<file path="config.mk">
export PLATFORM = sky130hd
export DESIGN_NAME = calc_key_ctrl
export DESIGN_NICKNAME = d
export VERILOG_FILES = /design/src/rtl/calc_key_ctrl.sv
export SDC_FILE = /design/constraint.sdc
export NUM_CORES = 1
export LEC_CHECK = 0
export CAP_MARGIN = 20
export CORE_ASPECT_RATIO = 0.8
export CORE_MARGIN = 2
export CORE_UTILIZATION = 45
export CTS_CLUSTER_DIAMETER = 30
export DETAILED_ROUTE_END_ITERATION = 8
export SLEW_MARGIN = 10
export SYNTH_ARGS = -nofsm -noshare
export SYNTH_HDL_FRONTEND = slang
export SYNTH_SLANG_ARGS = --single-unit
</file>
<file path="constraint.sdc">
create_clock -name clk_in -period 8.03 [get_ports clk_in]
set_clock_uncertainty 0.1 [all_clocks]
set_input_delay 0.803 -clock clk_in [delete_from_list [all_inputs] [get_ports clk_in]]
set_output_delay 0.803 -clock clk_in [all_outputs]
set_load 0.01 [all_outputs]
</file>
<file path="src/rtl/calc_key_ctrl.sv">
// Keypad/entry controller for the LCD calculator: 4x4 key-grid cursor, 16-char
// input string and a left-to-right, one-char-per-cycle expression evaluator.
module calc_key_ctrl #(
  parameter int unsigned MAX_LEN = 16,
  parameter int unsigned RES_W   = 24
) (
  input  logic                   clk_in,
  input  logic                   sys_rst,
  input  logic                   btn_up,
  input  logic                   btn_down,
  input  logic                   btn_left,
  input  logic                   btn_right,
  input  logic                   btn_ok,
  output logic [3:0]             cursor_x,
  output logic [3:0]             cursor_y,
  output logic [MAX_LEN*8-1:0]   disp_str_flat,
  output logic [RES_W-1:0]       result,
  output logic                   calc_done,
  output logic                   busy
);

  localparam int unsigned LEN_W = $clog2(MAX_LEN + 1);
  localparam int unsigned IDX_W = (MAX_LEN > 1) ? $clog2(MAX_LEN) : 1;
  localparam logic [7:0]  BLANK = 8'h20;

  typedef enum logic [1:0] {IDLE, EVAL, DONE} state_t;

  state_t             state;
  logic [1:0]         cx;
  logic [1:0]         cy;
  logic [7:0]         chars [MAX_LEN];
  logic [LEN_W-1:0]   len;
  logic [LEN_W-1:0]   idx;
  logic [RES_W-1:0]   acc;
  logic [RES_W-1:0]   num;
  logic [7:0]         op;

  logic [7:0]         key_c;
  logic               key_is_digit_c;
  logic [7:0]         cur_ch_c;
  logic               cur_is_digit_c;
  logic               full_c;
  logic [LEN_W-1:0]   len_m1_c;

  function automatic logic [RES_W-1:0] apply_op(input logic [7:0] o,
                                                  input logic [RES_W-1:0] a,
                                                  input logic [RES_W-1:0] b);
    case (o)
      "-":     apply_op = a - b;
      "*":     apply_op = a * b;
      default: apply_op = a + b;
    endcase
  endfunction

  // Key legend under the cursor, rows top to bottom
  always_comb begin
    key_c = BLANK;
    case ({cy, cx})
      4'h0: key_c = "1";  4'h1: key_c = "2";  4'h2: key_c = "3";  4'h3: key_c = "+";
      4'h4: key_c = "4";  4'h5: key_c = "5";  4'h6: key_c = "6";  4'h7: key_c = "-";
      4'h8: key_c = "7";  4'h9: key_c = "8";  4'hA: key_c = "9";  4'hB: key_c = "*";
      4'hC: key_c = "C";  4'hD: key_c = "0";  4'hE: key_c = "=";  4'hF: key_c = "B";
      default: key_c = BLANK;
    endcase
  end

  always_comb begin
    key_is_digit_c = (key_c >= "0") && (key_c <= "9");
    cur_ch_c       = chars[idx[IDX_W-1:0]];
    cur_is_digit_c = (cur_ch_c >= "0") && (cur_ch_c <= "9");
    full_c         = (len == LEN_W'(MAX_LEN));
    len_m1_c       = len - LEN_W'(1);
  end

  for (genvar g = 0; g < MAX_LEN; g++) begin : g_flat
    assign disp_str_flat[g*8 +: 8] = chars[g];
  end

  assign cursor_x = {2'b00, cx};
  assign cursor_y = {2'b00, cy};

  always_ff @(posedge clk_in or posedge sys_rst) begin
    if (sys_rst) begin
      state     <= IDLE;
      cx        <= 2'd0;
      cy        <= 2'd0;
      for (int k = 0; k < MAX_LEN; k++) chars[k] <= BLANK;
      len       <= '0;
      idx       <= '0;
      acc       <= '0;
      num       <= '0;
      op        <= "+";
      result    <= '0;
      calc_done <= 1'b0;
      busy      <= 1'b0;
    end else if (state == EVAL) begin
      // Buttons are ignored; consume one character per cycle
      if (idx == len) begin
        result    <= apply_op(op, acc, num);
        busy      <= 1'b0;
        calc_done <= 1'b1;
        state     <= DONE;
      end else begin
        if (cur_is_digit_c) begin
          num <= num * RES_W'(10) + RES_W'(cur_ch_c - 8'h30);
        end else begin
          acc <= apply_op(op, acc, num);
          op  <= cur_ch_c;
          num <= '0;
        end
        idx <= idx + LEN_W'(1);
      end
    end else if (btn_ok) begin
      case (key_c)
        "+", "-", "*": begin
          calc_done <= 1'b0;
          state     <= IDLE;
          if (!full_c) begin
            chars[len[IDX_W-1:0]] <= key_c;
            len <= len + LEN_W'(1);
          end
        end
        "C": begin
          for (int k = 0; k < MAX_LEN; k++) chars[k] <= BLANK;
          len       <= '0;
          result    <= '0;
          calc_done <= 1'b0;
          state     <= IDLE;
        end
        "B": begin
          if (len != '0) begin
            chars[len_m1_c[IDX_W-1:0]] <= BLANK;
            len       <= len_m1_c;
            calc_done <= 1'b0;
            state     <= IDLE;
          end
        end
        "=": begin
          calc_done <= 1'b0;
          busy      <= 1'b1;
          idx       <= '0;
          acc       <= '0;
          num       <= '0;
          op        <= "+";
          state     <= EVAL;
        end
        default: begin
          if (key_is_digit_c) begin
            calc_done <= 1'b0;
            state     <= IDLE;
            // A digit after a result starts a fresh expression
            if (state == DONE) begin
              for (int k = 0; k < MAX_LEN; k++) chars[k] <= BLANK;
              chars[0] <= key_c;
              len      <= LEN_W'(1);
            end else if (!full_c) begin
              chars[len[IDX_W-1:0]] <= key_c;
              len <= len + LEN_W'(1);
            end
          end
        end
      endcase
    end else if (btn_up) begin
      cy <= cy - 2'd1;
    end else if (btn_down) begin
      cy <= cy + 2'd1;
    end else if (btn_left) begin
      cx <= cx - 2'd1;
    end else if (btn_right) begin
      cx <= cx + 2'd1;
    end
  end

endmodule

</file>
# Yosys cells after proc, flatten, opt, wreduce, memory -nomap -nowiden
# Memory sizes are Yosys's and may differ from the RTL's.
# Cells that the tools add are included.
# op_classes
addsub	11
mul	2
n_lt_le_gt_ge	9
n_eq_ne	17
muxes	60
bitwise	11
n_reduce_logical	25
# op_table
operator	n
$mux W128	4
$pmux W128 S4	1
$mux W24	12
$bwmux W128	1
$and A112 B112 Y112	1
$not A112 Y112	1
$mux W8	9
$demux W8 S4	2
$add A24 B24 Y24	2
$eq A8 B6 Y1 const B	6
$pmux W24 S2	1
$mux W5	8
$bmux W8 S4	1
$mul A24 B24 Y24	1
$mul A24 B3 Y23 const B	1
$sub A24 B24 Y24	1
$pmux W5 S4	1
$mux W2	9
$eq A8 B7 Y1 const B	2
$ge A8 B6 Y1 const B	2
$le A8 B6 Y1 const B	2
$or A16 B16 Y16	1
$ge A5 B5 Y1 const B	3
$not A4 Y5	3
other kinds (27)	60
# word_totals
register_bits	226
romBits	112
output_inout_bits	162
wordCells	163
memories	1
# memory_table
memory	depth	width	rd	rd_clocked_by_memory_dff	wr	line	rtl
(name not given)	16	7	1	0	0	58	case ({cy, cx})

# Depth between registers and ports, before layout
# Gate-level depths: netlist (run 1).
# logic_depth
word_depth	10
depth_mapped	26

# Worst setup path before layout (run 1)
# Ideal clock, no wire load.
# synth_path
path_type	register to register
start	reg num[0]
end	reg result[23]
arrival_ns	6.476
slack_ns	1.332
path_stages_with_launch	26
period_less_slack_ns	6.698
path_cell_list	dfrtp_1 clkbuf_1 clkbuf_1 nand2_1 fa_1 inv_1 fa_1 inv_1 fa_1 inv_1 ha_1 fa_1 inv_1 fa_1 fa_1 inv_1 ha_1 or3_1 o31ai_1 a21oi_1 a41oi_1 o21ai_0 a31oi_1 xnor2_1 nand2_1 a32o_1
# synth_via
elab_chain_cells	4
# synth_rtl
item	line	rtl
start, declared	35	logic [RES_W-1:0] num;
start signal, assigned	105	num <= num * RES_W'(10) + RES_W'(cur_ch_c - 8'h30);
$mul A24 B24 Y24, or another cell as far along	50	"*": apply_op = a * b;
$pmux W24 S2 *	48	case (o)
$mux W24 *	98	if (idx == len) begin
$mux W24 *	96	end else if (state == EVAL) begin
end signal, assigned	99	result <= apply_op(op, acc, num);
end, declared	17	output logic [RES_W-1:0] result,
# Mark *: on every way between the ends. The rest lies on a longest branch, timed or not. The select of a mux whose other input is x is not followed.
# A chain may end at the register's enable or synchronous reset.

# Worst setup path after layout (run 1)
# Same ends and word-level chain as after synthesis.

==> results of run 1 <==
-- worst min-delay path by stage --
stage | start | to | slack, ns | depth (start not counted)
2_1_floorplan | op[4]$_DFFE_PP0P_ | op[4]$_DFFE_PP0P_ | 0.35 | 2
3_3_place_gp | result[6]$_DFFE_PP0P_ | result[6]$_DFFE_PP0P_ | 0.36 | 2
3_5_place_dp | result[4]$_DFFE_PP0P_ | result[4]$_DFFE_PP0P_ | 0.38 | 2
4_1_cts | op[5]$_DFFE_PP1P_ | op[5]$_DFFE_PP1P_ | 0.38 | 2
5_1_grt | op[5]$_DFFE_PP1P_ | op[5]$_DFFE_PP1P_ | 0.41 | 2
6_report | result[4]$_DFFE_PP0P_ | result[4]$_DFFE_PP0P_ | 0.38 | 2
-- stage by stage --
step | setup slack [ns] | cells | cell area [µm²] | util (%)
after floorplan | 0.969 | 2608 | 23800 | -
after global placement | 1.11 | 3379 | 26200 | 50.0
after detailed placement | 0.909 | 3379 | 26200 | 50.0
after CTS | 0.895 | 3465 | 27900 | 53.3
after global routing | 0.591 | 3471 | 28000 | 53.4
final | 0.857 | 3472 | 28000 | 53.4
-- area by class of cell --
| class | count | area share (%) |
|---|---|---|
| repair buffers | 220 | 7.58 |
| diodes | 1 | 0.00894 |
| multi-input cells | 1923 | 58.5 |
| clock buffers | 50 | 4.24 |
| flip-flops and latches | 226 | 20.3 |
| clock inverters | 36 | 1.87 |
| inverters | 323 | 4.36 |
| well taps | 693 | 3.10 |
-- sequential cells by signal, summed over array words and instances, names as in the netlist --
register / cells
acc: 24
busy: 1
calc_done: 1
cx: 2
cy: 2
disp_str_flat: 128
idx: 5
len: 5
num: 24
op: 8
result: 24
state: 2
-- cell families (layout without fill, tap and decap cells) --
group / count (synthesis) / in the layout / share of synthesized area, %
other: 1 / 5 / 0.0158
DFF: 226 / 226 / 23.9
and+or+nand+nor: 773 / 773 / 15.6
muxes: 67 / 67 / 4.68
adders and majority gates: 398 / 398 / 27.8
xor gates and xnor gates: 155 / 155 / 5.77
buffers and inverters: 459 / 629 / 7.42
AOI/OAI and AO/OA: 526 / 526 / 14.8
-- per-layer routing --
metal / share of wire [%] / vias to the layer above / global-route usage (%)
li1: - / 8945 / -
met1: 47 / 10100 / 44.0
met2: 42 / 813 / 40.8
met3: 9.6 / 89 / 7.58
met4: 1.6 / 0 / 5.07
met5: 0 / - / 0
-- worst max-delay path: cells and delay by family (launching register included) --
kind / cells / cell delay (ns)
AOI/OAI and AO/OA: 6 / 1.97
xor gates and xnor gates: 1 / 0.14
adders and majority gates: 8 / 3.32
buffers and inverters: 6 / 0.63
DFF: 1 / 0.35
and+or+nand+nor: 3 / 0.57
-- power by group --
part | switching [W] | internal [W] | leakage [nW]
combinational | 0.00503 | 0.00313 | 9.65
clock | 0.000729 | 0.00139 | 0.816
sequential | 0.000534 | 0.00150 | 3.00
-- placed cells by master, fill, tap and decap left out, types with 9 or more instances in the layout --
cell / instances
or3_1: 10
buf_4: 52
inv_1: 321
xnor2_1: 90
ha_1: 182
dfstp_2: 20
nor2b_1: 17
a22o_1: 84
nor3_1: 29
a31oi_1: 11
clkbuf_16: 46
o211ai_1: 12
nand2_1: 309
xor2_1: 64
o22ai_1: 26
dfrtp_1: 205
nand2b_1: 13
clkdlybuf4s50_1: 164
a21oi_1: 139
a221o_1: 16
a21o_1: 28
fa_1: 216
o31ai_1: 34
o21a_1: 17
inv_6: 9
mux2i_1: 10
mux2_2: 17
a211oi_1: 16
o21ai_0: 98
and2_1: 206
bufinv_16: 9
nand3_1: 23
mux4_2: 33
nor2_1: 131
==> results.sh, run 1 <==
export IMPL_crit_start="num[0]$_DFFE_PP0P_"
export IMPL_critical_path_cell_chain="buf_4 -> nand2_1 -> fa_1 -> inv_1 -> fa_1 -> inv_1 -> fa_1 -> inv_1 -> ha_1 -> ha_1 -> inv_1 -> fa_1 -> fa_1 -> inv_1 -> ha_1 -> or3_1 -> o31ai_1 -> a21oi_1 -> a41oi_1 -> o21ai_0 -> a31oi_1 -> xnor2_1 -> nand2_1 -> a32o_1"
export IMPL_cts_root_buf="clkbuf_16"
export IMPL_wl_um=77300
export IMPL_rrSetupSlack_ns=0.86
export IMPL_cts_htree_levels=2
export IMPL_async_reset_ff_share_pct=100
export IMPL_cts_sinks=226
export IMPL_peakVddDrop_v=0.000633
export IMPL_pin_count=169
export IMPL_cts_resized=0
export IMPL_ff_latch_area_um2=5680
export IMPL_critPathMaxFanout=29
export IMPL_timing_final_crit_share_pct=89.3
export IMPL_nFillCells=4776
export IMPL_die_h_um=210
export IMPL_grt_usage_pct=28.7
export IMPL_multi_input_area_um2=16400
export IMPL_nNetsFinal=3145
export IMPL_cts_setup_buffers=0
export IMPL_synth_commonest_cells="inv_1, nand2_1, fa_1"
export IMPL_firstDrtPassIters=6
export IMPL_end_kind="register"
export IMPL_die_area_um2=54700
export IMPL_dp_hpwl_um=58900
export IMPL_critical_path_max_stage_delay_ns=0.55
export IMPL_endpoint="result[23]$_DFFE_PP0P_"
export IMPL_fmax_mhz=139
export IMPL_ys_seq_area_share_pct=23.9
export IMPL_syn_inst=2605
export IMPL_avgSynthCellArea_um2=9.13
export IMPL_postRouteAntennaNets=0
export IMPL_drive_above_1_share_pct=8.35
export IMPL_clockBufferDepth=3
export IMPL_cts_tree="yes"
export IMPL_p_leak_nw=13.5
export IMPL_wl_per_cell_um=22.3
export IMPL_overflow=0
export IMPL_slew_limit_headroom_pct=30.3
export IMPL_rsz0062_at_grt="false"
export IMPL_maxCapViolCount=0
export IMPL_routed_via_density=5.74
export IMPL_drv_slew=0
export IMPL_fin_tns_setup_ns=0
export IMPL_synth_enable_flop_cells=0
export IMPL_crit_required_ns=8.35
export IMPL_r2r_end="result[23]$_DFFE_PP0P_"
export IMPL_numCtsBuffers=46
export IMPL_grt_pass1_vias=19900
export IMPL_yosys_warnings=0
export IMPL_clkTransAtPathRegs_ns=0.05
export IMPL_startpoint_type="register"
export IMPL_vias=19900
export IMPL_arrival_ns=7.49
export IMPL_synthTopCellsByArea="dfrtp_1, fa_1, ha_1"
export IMPL_rr_worst_depth=24
export IMPL_tightestPinTransition_ns=1.05
export IMPL_yosysMostFrequentCell="inv_1"
export IMPL_status="complete, no violations"
export IMPL_power_density_nw_per_um2=440
export IMPL_die_x_um=261
export IMPL_placementRows=75
export IMPL_area_delta_synth_final_pct=17.7
export IMPL_core_area_um2=52400
export IMPL_crit_reg2reg_launch="num[0]$_DFFE_PP0P_"
export IMPL_total_power_w=0.0123
export IMPL_report_final_setup_viol=0
export IMPL_yosysTopAreaCell="dfrtp_1"
export IMPL_netlist_area_um2=23800
export IMPL_grt_pass1_wl_um=120000
export IMPL_first_iter_violations=1771
export IMPL_antenna_found_initial=1
export IMPL_hold_viol_final=0
export IMPL_start_util_pct=45.4
export IMPL_hold_ws_ns=0.379
export IMPL_netlist_area_leader_share_pct=21.7
export IMPL_grt_max_degree=86
export IMPL_ys_ff_latch=226
export IMPL_clk_latency_ns=0.58
export IMPL_port_buffers=164
export IMPL_remaining_drc_errors=0
export IMPL_gp_congestion=0.942
export IMPL_cpMaxStageDelayCell="fa_1"
export IMPL_hold_path_class="reg2reg"
export IMPL_ys_flop_type="dfrtp_1"
export IMPL_cts_hold_buffers_added=0
export IMPL_criticalPathCategory="reg2reg"
export IMPL_synth_distinct_cells=75
export IMPL_fin_crit_ns=7.17
No activity file was read; power rests on OpenSTA's default activity.
==> run 2, diff against run 1 <==
--- a/config.mk
+++ b/config.mk
@@ -7,7 +7,6 @@
 export LEC_CHECK = 0
 export CAP_MARGIN = 20
 export CORE_ASPECT_RATIO = 0.8
-export CORE_MARGIN = 2
 export CORE_UTILIZATION = 45
 export CTS_CLUSTER_DIAMETER = 30
 export DETAILED_ROUTE_END_ITERATION = 8
==> run 2 against run 1 <==
Utilization rose by 0.56 points. Sequential power grew 2%. Register-to-register slack hardly changed. Clock-buffer cell count decreased by 5. Combinational power shrank 2%. Largest cell class unchanged.
==> results.sh, run 2 (same netlist as run 1, synthesis figures left out) <==
export IMPL_hp_start="result[10]$_DFFE_PP0P_"
export IMPL_dp_hpwl_um=58900
export IMPL_layout_common_cells="inv_1, nand2_1, fa_1"
export IMPL_cts_tree="yes"
export IMPL_final_area_um2=27900
export IMPL_placementRows=74
export IMPL_crit_reg2reg_launch="acc[9]$_DFFE_PP0P_"
export IMPL_end_kind="register"
export IMPL_n_antenna_cell=0
export IMPL_largest_reg_flops=128
export IMPL_die_x_um=259
export IMPL_die_h_um=208
export IMPL_cts_resized=0
export IMPL_startpoint_type="register"
export IMPL_fin_ws_ns=0.862
export IMPL_cts_sinks=226
export IMPL_status="complete, no violations"
export IMPL_grt_max_degree=88
export IMPL_first_iter_violations=1870
export IMPL_antenna_found_initial=1
export IMPL_tightestPinTransition_ns=1.23
export IMPL_die_area_um2=53800
export IMPL_cts_htree_levels=2
export IMPL_placed_area_um2=26200
export IMPL_cpMostUsedCell="fa_1"
export IMPL_core_area_um2=51600
export IMPL_rr_worst_depth=21
export IMPL_cts_setup_buffers=0
export IMPL_critPathMaxFanout=17
export IMPL_crit_required_ns=8.43
export IMPL_criticalPathCategory="reg2reg"
export IMPL_numCtsBuffers=43
export IMPL_timing_final_crit_share_pct=89.3
export IMPL_start_util_pct=46.1
export IMPL_drive_above_1_share_pct=8.26
export IMPL_clk_latency_ns=0.58
export IMPL_cts_root_buf="clkbuf_16"
export IMPL_drv_slew=0
export IMPL_clockBufferDepth=3
export IMPL_port_buffers=164
export IMPL_grt_pass1_wl_um=120000
export IMPL_peakVddDrop_v=0.000506
export IMPL_power_density_nw_per_um2=433
export IMPL_pre_cts_slack_ns=0.934
export IMPL_hold_viol_final=0
export IMPL_routed_via_density=5.75
export IMPL_vias=19900
export IMPL_final_common_cell="inv_1"
export IMPL_fin_crit_ns=7.17
export IMPL_cts_hold_buffers_added=0
export IMPL_postRouteAntennaNets=0
export IMPL_fin_tns_setup_ns=0
export IMPL_arrival_ns=7.57
export IMPL_holdPathEnd="result[10]$_DFFE_PP0P_"
export IMPL_clkTransAtPathRegs_ns=0.05
export IMPL_maxCapViolCount=0
export IMPL_firstDrtPassIters=6
export IMPL_rrSetupSlack_ns=0.86
export IMPL_p_leak_nw=13.4
export IMPL_hold_path_class="reg2reg"
export IMPL_rsz0062_at_grt="false"
export IMPL_whs_path_depth=2
export IMPL_gp_congestion=0.939
export IMPL_critical_path_cell_chain="nand2_1 -> fa_1 -> inv_1 -> fa_1 -> inv_1 -> fa_1 -> inv_1 -> ha_1 -> fa_1 -> inv_1 -> fa_1 -> fa_1 -> inv_1 -> ha_1 -> or3_1 -> o31ai_1 -> a21oi_1 -> xor2_1 -> nor2_1 -> a211oi_1 -> mux2_2"
export IMPL_wl_per_cell_um=22.5
export IMPL_nNetsFinal=3143
export IMPL_wl_um=77800
export IMPL_slew_limit_headroom_pct=17.9
export IMPL_critical_path_max_stage_delay_ns=0.87
export IMPL_r2r_end="result[13]$_DFFE_PP0P_"
export IMPL_remaining_drc_errors=0
export IMPL_grt_usage_pct=29.2
export IMPL_pin_count=169
export IMPL_cpMaxStageDelayCell="a211oi_1"
export IMPL_grt_pass1_vias=19900
export IMPL_report_final_setup_viol=0
export IMPL_overflow=0
export IMPL_area_delta_synth_final_pct=17.1
export IMPL_fmax_mhz=140
run 2: changes by cell type in the layout (fill, tap and decap cells not counted), moves of 2 or more:
cell        before  now
clkinvlp_4       7    4
inv_8            1    7
clkbuf_1         2    0
clkbuf_16       46   43
bufinv_16        9    6
clkinv_4         3    6
clkinv_2         5    1
run 2: per-stage QoR:
stage                     utilization, %  power (W)  hold WS, ns  instances
after global routing                54.0     0.0128        0.408       3457
after floorplan                        -    0.00711        0.350       2608
final                               54.0     0.0121        0.375       3457
after detailed placement            50.8    0.00980        0.373       3373
after CTS                           53.9     0.0119        0.380       3453
after global placement              50.7    0.00967        0.364       3372
run 2: cell type report:
type,instances,area (µm²)
fillers,4650,23700
well taps,684,856
inverters,323,1220
flip-flops and latches,226,5680
clock buffers,45,1100
repair buffers,221,2120
clock inverters,35,494
multi-input cells,1923,16400
run 2: critical path, delay by kind of cell, from the launching register on:
kind,cells,cell delay [ns]
adder cells (fa/ha/maj),8,3.42
flip-flops,1,0.80
buffers and inverters,5,0.24
AO/OA/AOI/OAI,3,1.42
XOR/XNOR,1,0.22
multiplexers,1,0.30
AND/OR/NAND/NOR,3,0.58
run 2: how the worst max path moves through the flow:
stage                             startpoint                      to  slack, ns  cells after the start
final                     acc[9]$_DFFE_PP0P_  result[13]$_DFFE_PP0P_       0.86                     21
after global routing      acc[9]$_DFFE_PP0P_  result[23]$_DFFE_PP0P_       0.55                     24
after CTS                 acc[9]$_DFFE_PP0P_  result[23]$_DFFE_PP0P_       0.94                     24
after detailed placement  acc[9]$_DFFE_PP0P_  result[23]$_DFFE_PP0P_       0.93                     24
after global placement    acc[9]$_DFFE_PP0P_  result[23]$_DFFE_PP0P_       0.99                     24
after floorplan                      sys_rst      acc[0]$_DFFE_PP0P_       0.97                      1
run 2: where the power goes:
| group | internal (W) | total (W) | switching, W |
|---|---|---|---|
| sequential | 0.00150 | 0.00208 | 0.000584 |
| clock | 0.00124 | 0.00200 | 0.000754 |
| combinational | 0.00313 | 0.00799 | 0.00486 |
run 2: per-layer routing:
metal	vias to the layer above	track usage, %	wire length, µm
li1	8936	-	-
met1	10000	43.3	35700
met2	810	40.9	32300
met3	97	9.71	8150
met4	0	6.43	1630
met5	-	0	0
